==> src/rtl/gcd_pkg.sv <==
// Shared types and defaults for the GCD requester front end and its engine data path.
package gcd_pkg;

    typedef enum logic [1:0] {
        IDLE   = 2'd0,
        LAUNCH = 2'd1,
        WAIT   = 2'd2,
        ABORT  = 2'd3
    } state_t;

    localparam int unsigned GCD_WIDTH = 32;

endpackage

==> src/rtl/gcd_requester.sv <==
// Initiator-side front end for the subtract-based GCD engine: request/response handshakes,
// zero-operand short-circuit and a watchdog that aborts and resets a hung engine run.
module gcd_requester
    import gcd_pkg::*;
#(
    parameter int unsigned WIDTH          = GCD_WIDTH,
    parameter int unsigned TIMEOUT_CYCLES = 4096
) (
    input  logic             clk,
    input  logic             rst,
    input  logic             req_valid,
    output logic             req_ready,
    input  logic [WIDTH-1:0] req_a,
    input  logic [WIDTH-1:0] req_b,
    output logic             rsp_valid,
    input  logic             rsp_ready,
    output logic [WIDTH-1:0] rsp_gcd,
    output logic             rsp_timeout,
    output logic             eng_go,
    output logic [WIDTH-1:0] eng_a,
    output logic [WIDTH-1:0] eng_b,
    input  logic             eng_done,
    input  logic [WIDTH-1:0] eng_result,
    output logic             eng_rst
);

    localparam int unsigned         CNT_W    = $clog2(TIMEOUT_CYCLES);
    localparam logic [CNT_W-1:0]    CNT_LAST = CNT_W'(TIMEOUT_CYCLES - 1);

    state_t           state;
    logic [CNT_W-1:0] wait_cnt;
    logic             req_fire;

    assign req_ready = (state == IDLE) && !rsp_valid;
    assign req_fire  = req_valid && req_ready;

    always_ff @(posedge clk) begin
        if (rst) begin
            state       <= IDLE;
            wait_cnt    <= '0;
            rsp_valid   <= 1'b0;
            rsp_gcd     <= '0;
            rsp_timeout <= 1'b0;
            eng_go      <= 1'b0;
            eng_a       <= '0;
            eng_b       <= '0;
            eng_rst     <= 1'b0;
        end else begin
            // Pulses are registered on the entering edge so they coincide with LAUNCH/ABORT.
            eng_go  <= 1'b0;
            eng_rst <= 1'b0;

            if (rsp_valid && rsp_ready)
                rsp_valid <= 1'b0;

            case (state)
                IDLE: begin
                    if (req_fire) begin
                        if ((req_a != '0) && (req_b != '0)) begin
                            eng_a  <= req_a;
                            eng_b  <= req_b;
                            eng_go <= 1'b1;
                            state  <= LAUNCH;
                        end else begin
                            rsp_gcd     <= req_a | req_b;
                            rsp_timeout <= 1'b0;
                            rsp_valid   <= 1'b1;
                        end
                    end
                end
                LAUNCH: begin
                    wait_cnt <= '0;
                    state    <= WAIT;
                end
                WAIT: begin
                    if (eng_done) begin
                        rsp_gcd     <= eng_result;
                        rsp_timeout <= 1'b0;
                        rsp_valid   <= 1'b1;
                        state       <= IDLE;
                    end else if (wait_cnt == CNT_LAST) begin
                        eng_rst <= 1'b1;
                        state   <= ABORT;
                    end else begin
                        wait_cnt <= wait_cnt + CNT_W'(1);
                    end
                end
                ABORT: begin
                    rsp_gcd     <= '0;
                    rsp_timeout <= 1'b1;
                    rsp_valid   <= 1'b1;
                    state       <= IDLE;
                end
                default: state <= IDLE;
            endcase
        end
    end

endmodule
==> config.mk <==
export PLATFORM = sky130hd
export DESIGN_NAME = gcd_requester
export DESIGN_NICKNAME = d
export VERILOG_FILES = /design/src/rtl/gcd_pkg.sv /design/src/rtl/gcd_requester.sv
export SDC_FILE = /design/constraint.sdc
export NUM_CORES = 1
export LEC_CHECK = 0
export BUFFER_PORTS_ARGS = -buffer_cell sky130_fd_sc_hd__clkbuf_2
export CAP_MARGIN = 20
export CORE_UTILIZATION = 50
export DETAILED_ROUTE_END_ITERATION = 6
export PLACE_DENSITY = 0.87
export SLEW_MARGIN = 0
export SYNTH_ARGS = -nofsm -noshare
export SYNTH_HDL_FRONTEND = slang
export SYNTH_SLANG_ARGS = --single-unit
export TNS_END_PERCENT = 1
==> constraint.sdc <==
create_clock -name clk -period 2.2 [get_ports clk]
set_clock_uncertainty 0.1 [all_clocks]
set_input_delay 0.22 -clock clk [delete_from_list [all_inputs] [get_ports clk]]
set_output_delay 0.22 -clock clk [all_outputs]
set_load 0.02 [all_outputs]
==> flow_summary.html, run 1 <==
<table>
<tr><th>Metric</th><th>Value</th></tr>
<tr><th colspan="2">Timing</th></tr>
<tr><td>Worst Max-Slew Pin Slew</td><td>approximately 460 ps</td></tr>
<tr><td>Total setup violations reported at the end of the flow</td><td>33</td></tr>
<tr><td>Final worst setup slack</td><td>-135 ps</td></tr>
<tr><td>Crit path time final</td><td>2330 ps</td></tr>
<tr><td>Max transition margin</td><td>69.4%</td></tr>
<tr><td>Peak clock frequency supported by timing</td><td>428 MHz</td></tr>
<tr><td>Number of hold-slack violations in the final timing report</td><td>0</td></tr>
<tr><td>Share of the clock period used by the worst path</td><td>106%</td></tr>
<tr><td>Final-report max-slew violation count</td><td>0</td></tr>
<tr><td>Worst hold slack across all endpoints</td><td>roughly 32 ps</td></tr>
<tr><th colspan="2">Yosys</th></tr>
<tr><td>Share of flip-flops with an asynchronous set or reset after synthesis</td><td>0%</td></tr>
<tr><td>Number of flops mapped to enable cells by yosys</td><td>0</td></tr>
<tr><td>Post-synth design cell area</td><td>5450 µm²</td></tr>
<tr><td>Post-synthesis instance total</td><td>around 610</td></tr>
<tr><td>Top-area cell type share of the netlist area</td><td>about two fifths</td></tr>
<tr><td>Cell type contributing the most total cell area after synthesis</td><td>sky130_fd_sc_hd__dfxtp_1</td></tr>
<tr><td>Number of distinct library cells after synthesis</td><td>43</td></tr>
<tr><td>Number of synthesized register bits</td><td>114</td></tr>
<tr><td>Synthesis warning total</td><td>0</td></tr>
<tr><td>Dominant register cell in the synthesized netlist</td><td>sky130_fd_sc_hd__dfxtp_1</td></tr>
<tr><td>Largest cells by area after synthesis</td><td>sky130_fd_sc_hd__dfxtp_1, sky130_fd_sc_hd__mux2i_1, sky130_fd_sc_hd__nor2_1</td></tr>
<tr><td>Mapped Nets</td><td>715</td></tr>
<tr><td>Avg Synthesized Cell Area</td><td>8.89 µm²</td></tr>
<tr><td>Part of the Yosys area used for sequential elements</td><td>41.9%</td></tr>
<tr><th colspan="2">Cells and area</th></tr>
<tr><td>Fraction of final layout cells with drive strength greater than 1</td><td>31.1%</td></tr>
<tr><td>Number of antenna diodes</td><td>0</td></tr>
<tr><td>Filler cells</td><td>605</td></tr>
<tr><td>Cell area after layout</td><td>8600 µm²</td></tr>
<tr><td>Synthesis-to-layout area growth</td><td>57.9%</td></tr>
<tr><td>Post-layout nets</td><td>1,007</td></tr>
<tr><th colspan="2">Clocking</th></tr>
<tr><td>Clock transition at the registers of the reported paths</td><td>60 ps</td></tr>
<tr><td>Clock sink count</td><td>114</td></tr>
<tr><td>Max Buffers Root-to-Sink</td><td>2</td></tr>
<tr><td>Number of buffers created by CTS</td><td>17</td></tr>
<tr><td>CTS tree</td><td>yes</td></tr>
<tr><td>Maximum level of the CTS H-tree</td><td>4</td></tr>
<tr><td>CTS Root Cell</td><td>sky130_fd_sc_hd__clkbuf_8</td></tr>
<tr><td>Clock network latency to the later pin of the worst-skew pair</td><td>520 ps</td></tr>
<tr><th colspan="2">Global routing</th></tr>
<tr><td>Via count of the first global-routing pass</td><td>6,199</td></tr>
<tr><td>Maximum number of pins on one net before global-route repair</td><td>101</td></tr>
<tr><td>Leftover overflow at the end of global routing</td><td>0</td></tr>
<tr><td>Number of antenna violations at the first check in global routing</td><td>0</td></tr>
<tr><td>First-pass GRT wire length</td><td>between 30,000 and 40,000 µm</td></tr>
<tr><td>Total Routing Usage GR</td><td>about 37%</td></tr>
<tr><th colspan="2">Detailed routing</th></tr>
<tr><td>Post-route DRC violation count</td><td>0</td></tr>
<tr><td>Final WL</td><td>22,700 µm</td></tr>
<tr><td>Antenna-violating nets left</td><td>0</td></tr>
<tr><td>First drt pass iteration count</td><td>7</td></tr>
<tr><td>Wirelength per Cell</td><td>21.5 µm</td></tr>
<tr><td>Mean number of vias per cell</td><td>between 6 and 7</td></tr>
<tr><td>Vias after detailed routing</td><td>6,396</td></tr>
<tr><td>Detailed Route Iter0 Violations</td><td>585</td></tr>
<tr><th colspan="2">Run status</th></tr>
<tr><td>Violated checks</td><td>negative setup slack</td></tr>
<tr><td>Result of the run</td><td>finished, violations left</td></tr>
<tr><th colspan="2">Die</th></tr>
<tr><td>Chip Width</td><td>106 µm</td></tr>
<tr><td>Count of boundary I/O pins</td><td>202</td></tr>
<tr><td>Overall die height</td><td>106 µm</td></tr>
<tr><td>Starting density of the core</td><td>~52%</td></tr>
<tr><td>Cell row count</td><td>37</td></tr>
<tr><td>Floorplan die area</td><td>between 10,000 and 15,000 µm²</td></tr>
<tr><td>Core region area</td><td>10,500 µm²</td></tr>
<tr><th colspan="2">Worst setup path</th></tr>
<tr><td>Worst Path Class, Setup</td><td>in2reg</td></tr>
<tr><td>Kind of capture point of the worst setup path</td><td>register</td></tr>
<tr><td>Worst Path Max Fanout</td><td>12</td></tr>
<tr><td>Element type at the critical path start</td><td>primary input</td></tr>
<tr><td>Arrival time of data at the critical path endpoint</td><td>2630 ps</td></tr>
<tr><td>Required time at the worst-slack endpoint</td><td>roughly 2500 ps</td></tr>
<tr><th colspan="2">Min path</th></tr>
<tr><td>Tightest Hold Check Type</td><td>in2reg</td></tr>
<tr><th colspan="2">Placed design</th></tr>
<tr><td>DP Wirelength</td><td>12,000 µm</td></tr>
<tr><td>Placed standard-cell area</td><td>6660 µm²</td></tr>
<tr><td>Routability congestion estimate</td><td>0.917</td></tr>
<tr><td>Number of buffers added on ports</td><td>around 200</td></tr>
<tr><th colspan="2">Run</th></tr>
<tr><td>Count of max-cap constraint violations</td><td>0</td></tr>
<tr><th colspan="2">Power</th></tr>
<tr><td>Peak ir drop on the vdd network</td><td>0.701 mV</td></tr>
<tr><td>Lkg Pwr</td><td>4.19 nW</td></tr>
<tr><td>Pwr/cell area</td><td>just under 800 nW/µm²</td></tr>
</table>
-- cells by family after synthesis --
| logic type | Yosys count | share of synthesized area, % |
|---|---|---|
| XOR/XNOR | 7 | 1.12 |
| buffers and inverters | 50 | 4.45 |
| AO/OA/AOI/OAI | 82 | 11.7 |
| AND/OR/NAND/NOR | 264 | 23.2 |
| flip-flops | 114 | 41.9 |
| multiplexers | 95 | 17.4 |
| adder cells (fa/ha/maj) | 1 | 0.230 |
-- cell usage after synthesis, drive strengths merged (2+ instances only) --
cell type and n:
dfxtp 114, nor2 109, mux2i 95, nand2 40, and3 34, nor3 34
o211ai 33, a2bb2oi 32, clkbuf 31, buf 18, nor4 17, nand4 7
o21ai 6, xnor2 6, a21oi 3, and4 3, nand3 3, nor2b 3
nor3b 3, and2 2, nand2b 2, or4 2
-- registers in the layout, indices dropped and copies added (netlist names) --
register	count
rsp_valid	1
eng_a	32
rsp_timeout	1
eng_go	1
eng_rst	1
state	2
wait_cnt	12
rsp_gcd	32
eng_b	32
-- per-layer routing --
| metal | up-vias | GRT usage (%) | part of all wire [%] |
|---|---|---|---|
| met5 | - | 0 | 0 |
| met4 | 0 | 20.9 | 6.6 |
| met3 | 150 | 7.79 | 9.2 |
| met2 | 450 | 61.1 | 47 |
| met1 | 2989 | 44.6 | 37 |
| li1 | 2807 | - | - |
-- area by class of cell --
cell class	count	area [µm²]	share of cell area, %
well taps	136	170	1.98
flip-flops and latches	114	2280	26.5
clock inverters	10	180	2.09
clock buffers	21	459	5.34
multi-input cells	449	3150	36.6
inverters	1	3.75	0.0436
repair buffers	322	2360	27.4
-- critical path: stages --
cell	delay, ps
sky130_fd_sc_hd__dlygate4sd3_1	540
sky130_fd_sc_hd__clkbuf_2	180
sky130_fd_sc_hd__nor4_2	350
sky130_fd_sc_hd__nand4_1	250
sky130_fd_sc_hd__o221ai_4	340
sky130_fd_sc_hd__buf_6	160
sky130_fd_sc_hd__clkbuf_16	180
sky130_fd_sc_hd__mux2i_1	300
sky130_fd_sc_hd__nor2_1	90
-- per-stage QoR --
stage	utilization (%)	std cells	TNS, ps	power, mW	setup WS, ps
2_1_floorplan	-	613	0	3.07	105
3_3_place_gp	63.6	923	-537	3.48	-28.1
3_5_place_dp	63.6	923	-13.4	3.50	-11.0
4_1_cts	79.2	1053	0	6.60	36.7
5_1_grt	82.2	1053	-6060	7.02	-212
6_report	82.2	1053	-1110	6.85	-135
-- worst paths after layout --
kind	startpoint	to	slack, ps	depth (start not counted)
hold reg to reg	wait_cnt[10]	wait_cnt[10]	380	2
setup reg to reg	state[1]	eng_b[3]	90	7
setup / recovery	req_a[17]	eng_b[3]	-130	9
hold / removal	eng_done	state[1]	30	4
-- report_power, final --
group | total (mW) | internal, mW | switching, mW | leakage [nW]
Combinational | 1.49 | 0.650 | 0.844 | 2.95
Sequential | 2.34 | 2.23 | 0.114 | 0.933
Clock | 3.01 | 2.03 | 0.980 | 0.310
-- cells in the final DEF, fill, tap and decap left out, types with 3 or more instances in the layout --
cell	instances
sky130_fd_sc_hd__nor4_4	3
sky130_fd_sc_hd__mux2i_1	86
sky130_fd_sc_hd__clkinv_2	3
sky130_fd_sc_hd__buf_4	16
sky130_fd_sc_hd__a2bb2oi_1	32
sky130_fd_sc_hd__buf_6	5
sky130_fd_sc_hd__nand4_1	7
sky130_fd_sc_hd__clkbuf_2	191
sky130_fd_sc_hd__nor4_1	3
sky130_fd_sc_hd__xnor2_1	6
sky130_fd_sc_hd__nor2_1	107
sky130_fd_sc_hd__o211ai_1	33
sky130_fd_sc_hd__clkbuf_16	20
sky130_fd_sc_hd__buf_12	6
sky130_fd_sc_hd__mux2i_4	5
sky130_fd_sc_hd__and3_1	34
sky130_fd_sc_hd__nand3_1	3
sky130_fd_sc_hd__dfxtp_1	114
sky130_fd_sc_hd__nor3_1	34
sky130_fd_sc_hd__o21ai_0	3
sky130_fd_sc_hd__nor4_2	11
sky130_fd_sc_hd__a21oi_1	3
sky130_fd_sc_hd__dlygate4sd3_1	99
sky130_fd_sc_hd__clkbuf_8	4
sky130_fd_sc_hd__mux2i_2	4
sky130_fd_sc_hd__nand2_1	39
sky130_fd_sc_hd__and4_1	3
sky130_fd_sc_hd__bufinv_16	5
-- timing repair --
item,CTS,global route
hold buffers,99,0
endpoints found under the hold margin,101,0
endpoints found under the setup margin,0,98
resized for setup,0,40
buffers inserted,0,5
Power figures use the tool's default switching activity.
==> inputs of run 2 (changes only) <==
- CORE_UTILIZATION: 50 -> 45
- PLACE_DENSITY: 0.87 -> 0.83
- clock period: 2.2 -> 1.9 ns (I/O delays scaled with it)
==> run 2 against run 1 <==
The run ends with design-rule violations left. Non-clock buffer count is 14 lower. Flip-flop and latch count unchanged. Routed wire length is 19% lower. First-iteration DRC count decreased by 35%. Clock power is 13% higher. Critical path depth is 4 lower. Combinational power is essentially flat. Design area decreased by 6.6%. Sequential share of layout area increased by 1.9 points. Critical endpoint is now wait_cnt[10].
==> flow_summary.html, run 2 (same netlist as run 1, synthesis figures left out) <==
<table>
<tr><th>Metric</th><th>Value</th></tr>
<tr><th colspan="2">Run status</th></tr>
<tr><td>Result of the run</td><td>finished, violations left (unchanged)</td></tr>
<tr><td>Violated checks</td><td>design-rule violations (was negative setup slack)</td></tr>
<tr><th colspan="2">Clocking</th></tr>
<tr><td>Clock transition at the registers of the reported paths</td><td>50 ps (was 60 ps)</td></tr>
<tr><td>CTS tree</td><td>yes (unchanged)</td></tr>
<tr><td>Max Buffers Root-to-Sink</td><td>2 (unchanged)</td></tr>
<tr><td>Clock sink count</td><td>114 (unchanged)</td></tr>
<tr><td>Number of buffers created by CTS</td><td>17 (unchanged)</td></tr>
<tr><td>Number of post-CTS setup repair buffers</td><td>0 (unchanged)</td></tr>
<tr><td>Clock network latency to the later pin of the worst-skew pair</td><td>410 ps (was 520 ps)</td></tr>
<tr><td>Maximum level of the CTS H-tree</td><td>4 (unchanged)</td></tr>
<tr><td>CTS Root Cell</td><td>sky130_fd_sc_hd__clkbuf_16 (was sky130_fd_sc_hd__clkbuf_8)</td></tr>
<tr><th colspan="2">Die</th></tr>
<tr><td>Chip Width</td><td>112 µm (was 106 µm)</td></tr>
<tr><td>Starting density of the core</td><td>46.9% (was 52.1%)</td></tr>
<tr><td>Core region area</td><td>11,600 µm² (was 10,500 µm²)</td></tr>
<tr><td>Cell row count</td><td>39 (was 37)</td></tr>
<tr><td>Count of boundary I/O pins</td><td>202 (unchanged)</td></tr>
<tr><td>Floorplan die area</td><td>12,600 µm² (was 11,300 µm²)</td></tr>
<tr><td>Overall die height</td><td>112 µm (was 106 µm)</td></tr>
<tr><th colspan="2">Timing</th></tr>
<tr><td>Final worst setup slack</td><td>40.3 ps (was -135 ps)</td></tr>
<tr><td>Number of hold-slack violations in the final timing report</td><td>0 (unchanged)</td></tr>
<tr><td>Crit path time final</td><td>1860 ps</td></tr>
<tr><td>Share of the clock period used by the worst path</td><td>97.9%</td></tr>
<tr><td>Peak clock frequency supported by timing</td><td>approximately 540 MHz</td></tr>
<tr><td>Worst hold slack across all endpoints</td><td>12.4 ps (was 32.0 ps)</td></tr>
<tr><td>Final-report max-slew violation count</td><td>0 (unchanged)</td></tr>
<tr><td>Worst Max-Slew Pin Slew</td><td>663 ps (was 460 ps)</td></tr>
<tr><td>Max transition margin</td><td>55.8% (was 69.4%)</td></tr>
<tr><td>Total setup violations reported at the end of the flow</td><td>0 (was 33)</td></tr>
<tr><td>Unrepaired setup endpoints after global routing</td><td>yes</td></tr>
<tr><th colspan="2">Detailed routing</th></tr>
<tr><td>Antenna-violating nets left</td><td>0 (unchanged)</td></tr>
<tr><td>Wirelength per Cell</td><td>17.5 µm (was 21.5 µm)</td></tr>
<tr><td>Detailed Route Iter0 Violations</td><td>383 (was 585)</td></tr>
<tr><td>Vias after detailed routing</td><td>5,816 (was 6,396)</td></tr>
<tr><td>First drt pass iteration count</td><td>7 (unchanged)</td></tr>
<tr><td>Final WL</td><td>18,300 µm (was 22,700 µm)</td></tr>
<tr><td>Post-route DRC violation count</td><td>6 (was 0)</td></tr>
<tr><td>Mean number of vias per cell</td><td>5.55 (was 6.07)</td></tr>
<tr><th colspan="2">Global routing</th></tr>
<tr><td>Layer with the highest usage</td><td>met2 (unchanged)</td></tr>
<tr><td>Number of antenna violations at the first check in global routing</td><td>0 (unchanged)</td></tr>
<tr><td>Maximum number of pins on one net before global-route repair</td><td>60 (was 101)</td></tr>
<tr><td>Routing usage on met2</td><td>46.4% (was 61.1%)</td></tr>
<tr><td>Leftover overflow at the end of global routing</td><td>0 (unchanged)</td></tr>
<tr><td>Via count of the first global-routing pass</td><td>5,512 (was 6,199)</td></tr>
<tr><td>Met1 demand-to-capacity share in global routing</td><td>37.7% (was 44.6%)</td></tr>
<tr><td>First-pass GRT wire length</td><td>28,700 µm (was 32,100 µm)</td></tr>
<tr><td>Total Routing Usage GR</td><td>29.5% (was 37.0%)</td></tr>
<tr><td>Met3 Track Usage GR</td><td>8.21% (was 7.79%)</td></tr>
<tr><th colspan="2">Run</th></tr>
<tr><td>Count of max-cap constraint violations</td><td>0 (unchanged)</td></tr>
<tr><th colspan="2">Worst setup path</th></tr>
<tr><td>Arrival time of data at the critical path endpoint</td><td>2100 ps (was 2630 ps)</td></tr>
<tr><td>Worst Path Class, Setup</td><td>reg2reg (was in2reg)</td></tr>
<tr><td>Element type at the critical path start</td><td>register (was primary input)</td></tr>
<tr><td>Logic depth of the worst register-to-register path</td><td>5 (was 7)</td></tr>
<tr><td>Required time at the worst-slack endpoint</td><td>2140 ps (was 2490 ps)</td></tr>
<tr><td>Kind of capture point of the worst setup path</td><td>register (unchanged)</td></tr>
<tr><td>Worst Path Max Fanout</td><td>6 (was 12)</td></tr>
<tr><th colspan="2">Cells and area</th></tr>
<tr><td>Commonest cells after routing, fill and taps aside</td><td>sky130_fd_sc_hd__clkbuf_2, sky130_fd_sc_hd__dfxtp_1, sky130_fd_sc_hd__nor2_1 (unchanged)</td></tr>
<tr><td>Synthesis-to-layout area growth</td><td>47.4% (was 57.9%)</td></tr>
<tr><td>Filler cells</td><td>893 (was 605)</td></tr>
<tr><td>Most common cell after layout, fill and taps aside</td><td>sky130_fd_sc_hd__clkbuf_2 (unchanged)</td></tr>
<tr><td>Number of antenna diodes</td><td>0 (unchanged)</td></tr>
<tr><td>Fraction of final layout cells with drive strength greater than 1</td><td>36.6% (was 31.1%)</td></tr>
<tr><td>Number of standard cells in the layout, taps in and fillers out</td><td>1,047 (was 1,053)</td></tr>
<tr><td>Post-layout nets</td><td>993 (was 1,007)</td></tr>
<tr><td>Biggest registers after layout</td><td>eng_a: 32 flops, eng_b: 32 flops, rsp_gcd: 32 flops (unchanged)</td></tr>
<tr><td>Cell area after layout</td><td>8030 µm² (was 8600 µm²)</td></tr>
<tr><th colspan="2">Power</th></tr>
<tr><td>Net switching power figure</td><td>2.07 mW (was 1.94 mW)</td></tr>
<tr><td>Seq pwr share</td><td>35.4% (was 34.2%)</td></tr>
<tr><td>Total internal power</td><td>5.51 mW (was 4.91 mW)</td></tr>
<tr><td>Power share of the combinational group</td><td>19.6% (was 21.8%)</td></tr>
<tr><td>Pwr/cell area</td><td>945 nW/µm² (was 796 nW/µm²)</td></tr>
<tr><td>Peak ir drop on the vdd network</td><td>0.750 mV (was 0.701 mV)</td></tr>
<tr><td>Lkg Pwr</td><td>4.13 nW (was 4.19 nW)</td></tr>
<tr><td>Relative contribution of the clock network to total power</td><td>44.9% (was 44.0%)</td></tr>
<tr><td>Share of total power consumed by net switching</td><td>27.3% (was 28.3%)</td></tr>
<tr><th colspan="2">Placed design</th></tr>
<tr><td>Placed standard-cell area</td><td>7140 µm² (was 6660 µm²)</td></tr>
<tr><td>Pre-CTS setup slack</td><td>-337 ps (was -11.0 ps)</td></tr>
<tr><td>Cell Count Post-Placement</td><td>992 (was 923)</td></tr>
<tr><td>Number of buffers added on ports</td><td>201 (unchanged)</td></tr>
<tr><td>DP Wirelength</td><td>12,800 µm (was 12,000 µm)</td></tr>
<tr><td>Routability congestion estimate</td><td>0.909 (was 0.917)</td></tr>
<tr><th colspan="2">Min path</th></tr>
<tr><td>Instance count along the most critical hold path</td><td>3 (was 4)</td></tr>
<tr><td>Tightest Hold Check Type</td><td>in2reg (unchanged)</td></tr>
</table>
run 2: cell count changes in the layout (fill, tap and decap cells not counted), moves of 3 or more:
cell	delta
sky130_fd_sc_hd__dlygate4sd3_1	-76
sky130_fd_sc_hd__buf_4	+63
sky130_fd_sc_hd__nor4_1	+11
sky130_fd_sc_hd__clkbuf_2	+9
sky130_fd_sc_hd__mux2i_1	+9
sky130_fd_sc_hd__nor4_2	-8
sky130_fd_sc_hd__buf_6	-5
sky130_fd_sc_hd__mux2i_4	-5
sky130_fd_sc_hd__mux2i_2	-4
sky130_fd_sc_hd__clkbuf_16	-3
sky130_fd_sc_hd__nor4_4	-3
run 2: power by group through the flow:
stage | Clock (mW) | Combinational [mW] | Sequential (mW)
4_1_cts | 3.42 | 1.47 | 2.69
5_1_grt | 3.57 | 1.59 | 2.70
3_3_place_gp | 0 | 1.40 | 2.73
2_1_floorplan | 0 | 0.623 | 2.93
6_report | 3.41 | 1.49 | 2.69
3_5_place_dp | 0 | 1.42 | 2.73
run 2: routing by layer:
| layer | vias up | routed length (µm) |
|---|---|---|
| met5 | - | 0 |
| met1 | 2701 | 7690 |
| met4 | 0 | 578 |
| li1 | 2781 | - |
| met2 | 290 | 8560 |
| met3 | 44 | 1440 |
run 2: final timing paths:
kind / end / slack [ps] / startpoint
max: wait_cnt[10] / 40 / state[1]
min: rsp_gcd[5] / 10 / eng_result[5]
max reg2reg: wait_cnt[10] / 40 / state[1]
min reg2reg: wait_cnt[10] / 390 / wait_cnt[10]
run 2: area by class of cell:
type | count | area [µm²] | area share (%)
repair buffers | 308 | 1940 | 24.2
well taps | 143 | 179 | 2.23
inverters | 1 | 3.75 | 0.0467
multi-input cells | 449 | 2990 | 37.3
clock buffers | 22 | 474 | 5.90
flip-flops and latches | 114 | 2280 | 28.4
clock inverters | 10 | 155 | 1.93
run 2: critical path, stage by stage, from the launching register on:
cell	delay, ps
sky130_fd_sc_hd__dfxtp_2	390
sky130_fd_sc_hd__or3b_1	420
sky130_fd_sc_hd__a31oi_1	210
sky130_fd_sc_hd__o21ai_1	100
sky130_fd_sc_hd__or4_1	460
sky130_fd_sc_hd__o21ai_1	90
run 2: metrics by stage:
stage	power (mW)	util (%)	setup TNS [ps]
2_1_floorplan	3.55	-	0
4_1_cts	7.58	68.9	0
5_1_grt	7.87	69.2	-120
3_3_place_gp	4.13	61.5	-24240
3_5_place_dp	4.15	61.5	-26000
6_report	7.59	69.2	0
run 2: repair_timing:
item	CTS	global route
resized for setup	1	9
setup endpoints to repair	1	75
hold buffers	23	0
endpoints found under the hold margin	23	0
==> inputs of run 3 (changes only) <==
- CTS_BUF_LIST: not set -> sky130_fd_sc_hd__clkbuf_8 sky130_fd_sc_hd__clkbuf_16
==> run 3 against run 2 <==
The run still ends with design-rule violations left. Via count unchanged. Critical path depth unchanged. Die area unchanged. Flip-flop and latch count unchanged. Design area unchanged. Worst hold slack unchanged. Total power decreased by 0.13%. Worst setup slack unchanged. Sequential share of layout area unchanged.
==> flow_summary.html, run 3 (same netlist as run 1, synthesis figures left out) <==
<table>
<tr><th>Metric</th><th>Value</th></tr>
<tr><th colspan="2">Worst setup path</th></tr>
<tr><td>Worst Path Max Fanout</td><td>6 (unchanged)</td></tr>
<tr><td>Logic depth of the worst register-to-register path</td><td>5 (unchanged)</td></tr>
<tr><td>Required time at the worst-slack endpoint</td><td>2140 ps (about the same)</td></tr>
<tr><td>Worst-case register-to-register setup slack</td><td>40 ps (about the same)</td></tr>
<tr><td>Worst Path Class, Setup</td><td>reg2reg (unchanged)</td></tr>
<tr><td>Cell Chain, Critical Path</td><td>or3b_1 -&gt; a31oi_1 -&gt; o21ai_1 -&gt; or4_1 -&gt; o21ai_1 (unchanged)</td></tr>
<tr><td>CP peak stage delay</td><td>460 ps (about the same)</td></tr>
<tr><td>Kind of capture point of the worst setup path</td><td>register (unchanged)</td></tr>
<tr><td>Slowest stage cell, crit path</td><td>sky130_fd_sc_hd__or4_1 (unchanged)</td></tr>
<tr><td>Most prevalent standard cell on the critical path</td><td>sky130_fd_sc_hd__o21ai_1 (unchanged)</td></tr>
<tr><td>Element type at the critical path start</td><td>register (unchanged)</td></tr>
<tr><td>Arrival time of data at the critical path endpoint</td><td>2100 ps (about the same)</td></tr>
<tr><th colspan="2">Die</th></tr>
<tr><td>Cell row count</td><td>39 (unchanged)</td></tr>
<tr><td>Chip Width</td><td>112 µm (unchanged)</td></tr>
<tr><td>Count of boundary I/O pins</td><td>202 (unchanged)</td></tr>
<tr><td>Overall die height</td><td>112 µm (unchanged)</td></tr>
<tr><td>Floorplan die area</td><td>12,600 µm² (unchanged)</td></tr>
<tr><td>Starting density of the core</td><td>46.9% (unchanged)</td></tr>
<tr><td>Core region area</td><td>11,600 µm² (unchanged)</td></tr>
<tr><th colspan="2">Timing</th></tr>
<tr><td>Crit path time final</td><td>1860 ps (unchanged)</td></tr>
<tr><td>Worst Max-Slew Pin Slew</td><td>663 ps (about the same)</td></tr>
<tr><td>Peak clock frequency supported by timing</td><td>538 MHz (unchanged)</td></tr>
<tr><td>Final worst setup slack</td><td>40.3 ps (unchanged)</td></tr>
<tr><td>Max transition margin</td><td>55.8% (about the same)</td></tr>
<tr><td>Setup TNS</td><td>0 ps (unchanged)</td></tr>
<tr><td>Number of hold-slack violations in the final timing report</td><td>0 (unchanged)</td></tr>
<tr><td>Unrepaired setup endpoints after global routing</td><td>yes (unchanged)</td></tr>
<tr><td>Share of the clock period used by the worst path</td><td>97.9% (unchanged)</td></tr>
<tr><td>Total setup violations reported at the end of the flow</td><td>0 (unchanged)</td></tr>
<tr><td>Final-report max-slew violation count</td><td>0 (unchanged)</td></tr>
<tr><td>Worst hold slack across all endpoints</td><td>12.4 ps (unchanged)</td></tr>
<tr><th colspan="2">Detailed routing</th></tr>
<tr><td>Post-route DRC violation count</td><td>6 (unchanged)</td></tr>
<tr><td>Wirelength per Cell</td><td>17.5 µm (about the same)</td></tr>
<tr><td>Detailed Route Iter0 Violations</td><td>383 (unchanged)</td></tr>
<tr><td>Mean number of vias per cell</td><td>5.55 (unchanged)</td></tr>
<tr><td>First drt pass iteration count</td><td>7 (unchanged)</td></tr>
<tr><td>Antenna-violating nets left</td><td>0 (unchanged)</td></tr>
<tr><td>Final WL</td><td>18,300 µm (about the same)</td></tr>
<tr><td>Vias after detailed routing</td><td>5,816 (unchanged)</td></tr>
<tr><th colspan="2">Cells and area</th></tr>
<tr><td>Synthesis-to-layout area growth</td><td>47.4% (unchanged)</td></tr>
<tr><td>Fraction of final layout cells with drive strength greater than 1</td><td>36.6% (unchanged)</td></tr>
<tr><td>Number of antenna diodes</td><td>0 (unchanged)</td></tr>
<tr><td>Most common cell after layout, fill and taps aside</td><td>sky130_fd_sc_hd__clkbuf_2 (unchanged)</td></tr>
<tr><td>Number of standard cells in the layout, taps in and fillers out</td><td>1,047 (unchanged)</td></tr>
<tr><td>Share of the core filled with cells</td><td>69.2% (unchanged)</td></tr>
<tr><td>Biggest registers after layout</td><td>eng_a: 32 flops, eng_b: 32 flops, rsp_gcd: 32 flops (unchanged)</td></tr>
<tr><td>Cell area after layout</td><td>8030 µm² (unchanged)</td></tr>
<tr><td>Post-layout nets</td><td>993 (unchanged)</td></tr>
<tr><td>Commonest cells after routing, fill and taps aside</td><td>sky130_fd_sc_hd__clkbuf_2, sky130_fd_sc_hd__dfxtp_1, sky130_fd_sc_hd__nor2_1 (unchanged)</td></tr>
<tr><th colspan="2">Power</th></tr>
<tr><td>Total design power</td><td>7.58 mW (was 7.59 mW)</td></tr>
<tr><td>Lkg Pwr</td><td>4.14 nW (was 4.13 nW)</td></tr>
<tr><td>Pwr/cell area</td><td>943 nW/µm² (was 945 nW/µm²)</td></tr>
<tr><td>Peak ir drop on the vdd network</td><td>0.735 mV (was 0.750 mV)</td></tr>
<tr><th colspan="2">Clocking</th></tr>
<tr><td>Number of post-CTS setup repair buffers</td><td>0 (unchanged)</td></tr>
<tr><td>CTS tree</td><td>yes (unchanged)</td></tr>
<tr><td>Clock transition at the registers of the reported paths</td><td>50 ps (about the same)</td></tr>
<tr><td>Maximum level of the CTS H-tree</td><td>4 (unchanged)</td></tr>
<tr><td>CTS Root Cell</td><td>sky130_fd_sc_hd__clkbuf_16 (unchanged)</td></tr>
<tr><td>Clock sink count</td><td>114 (unchanged)</td></tr>
<tr><td>Clock network latency to the later pin of the worst-skew pair</td><td>410 ps (about the same)</td></tr>
<tr><td>Max Buffers Root-to-Sink</td><td>2 (unchanged)</td></tr>
<tr><td>Number of buffers created by CTS</td><td>17 (unchanged)</td></tr>
<tr><th colspan="2">Placed design</th></tr>
<tr><td>Routability congestion estimate</td><td>0.909 (unchanged)</td></tr>
<tr><td>Placed standard-cell area</td><td>7140 µm² (unchanged)</td></tr>
<tr><td>Number of buffers added on ports</td><td>201 (unchanged)</td></tr>
<tr><td>Pre-CTS setup slack</td><td>-337 ps (unchanged)</td></tr>
<tr><td>DP Wirelength</td><td>12,800 µm (unchanged)</td></tr>
<tr><td>Cell Count Post-Placement</td><td>992 (unchanged)</td></tr>
<tr><th colspan="2">Global routing</th></tr>
<tr><td>Via count of the first global-routing pass</td><td>5,512 (unchanged)</td></tr>
<tr><td>Total Routing Usage GR</td><td>29.5% (unchanged)</td></tr>
<tr><td>Leftover overflow at the end of global routing</td><td>0 (unchanged)</td></tr>
<tr><td>First-pass GRT wire length</td><td>28,700 µm (unchanged)</td></tr>
<tr><td>Maximum number of pins on one net before global-route repair</td><td>60 (unchanged)</td></tr>
<tr><td>Number of antenna violations at the first check in global routing</td><td>0 (unchanged)</td></tr>
<tr><th colspan="2">Min path</th></tr>
<tr><td>Tightest Hold Check Type</td><td>in2reg (unchanged)</td></tr>
<tr><td>Instance count along the most critical hold path</td><td>3 (unchanged)</td></tr>
<tr><th colspan="2">Run</th></tr>
<tr><td>Count of max-cap constraint violations</td><td>0 (unchanged)</td></tr>
<tr><th colspan="2">Run status</th></tr>
<tr><td>Result of the run</td><td>finished, violations left (unchanged)</td></tr>
<tr><td>Violated checks</td><td>design-rule violations (unchanged)</td></tr>
</table>
run 3: cell count changes in the layout (fill, tap and decap cells not counted):
| cell | before | now |
|---|---|---|
| sky130_fd_sc_hd__clkbuf_1 | 2 | 0 |
| sky130_fd_sc_hd__inv_1 | 1 | 3 |
run 3: area by class of cell:
cell class	count	area [µm²]
multi-input combinational	449	2990
sequential	114	2280
clock inverter	12	163
timing repair buffer	308	1940
inverter	1	3.75
tap	143	179
clock buffer	20	467
fill	893	3580
run 3: worst max-delay path: cells and delay by family, from the launching register on:
kind	cells	cell delay, ps
flops	1	390
compound gates	3	400
simple gates	2	880
run 3: timing repair:
action	CTS	global route
hold buffers	23	0
pin swaps	0	0
resized for setup	1	9
endpoints found under the hold margin	23	0
setup endpoints to repair	1	75
run 3: power breakdown:
group	total (mW)	internal, mW	leakage [nW]	switching, mW
sequential	2.69	2.58	0.933	0.109
clock	3.40	2.28	0.314	1.12
combinational	1.49	0.644	2.89	0.847
total	7.58	5.50	4.14	2.08
run 3: metal layers:
metal / GRT usage (%) / up-vias / wire [µm]
met2: 46.4 / 290 / 8560
met1: 37.7 / 2701 / 7690
li1: - / 2781 / -
met4: 13.5 / 0 / 578
met5: 0 / - / 0
met3: 8.21 / 44 / 1440
run 3: final timing paths:
kind	start	endpoint
min reg2reg	wait_cnt[10]	wait_cnt[10]
max	state[1]	wait_cnt[10]
max reg2reg	state[1]	wait_cnt[10]
min	eng_result[5]	rsp_gcd[5]
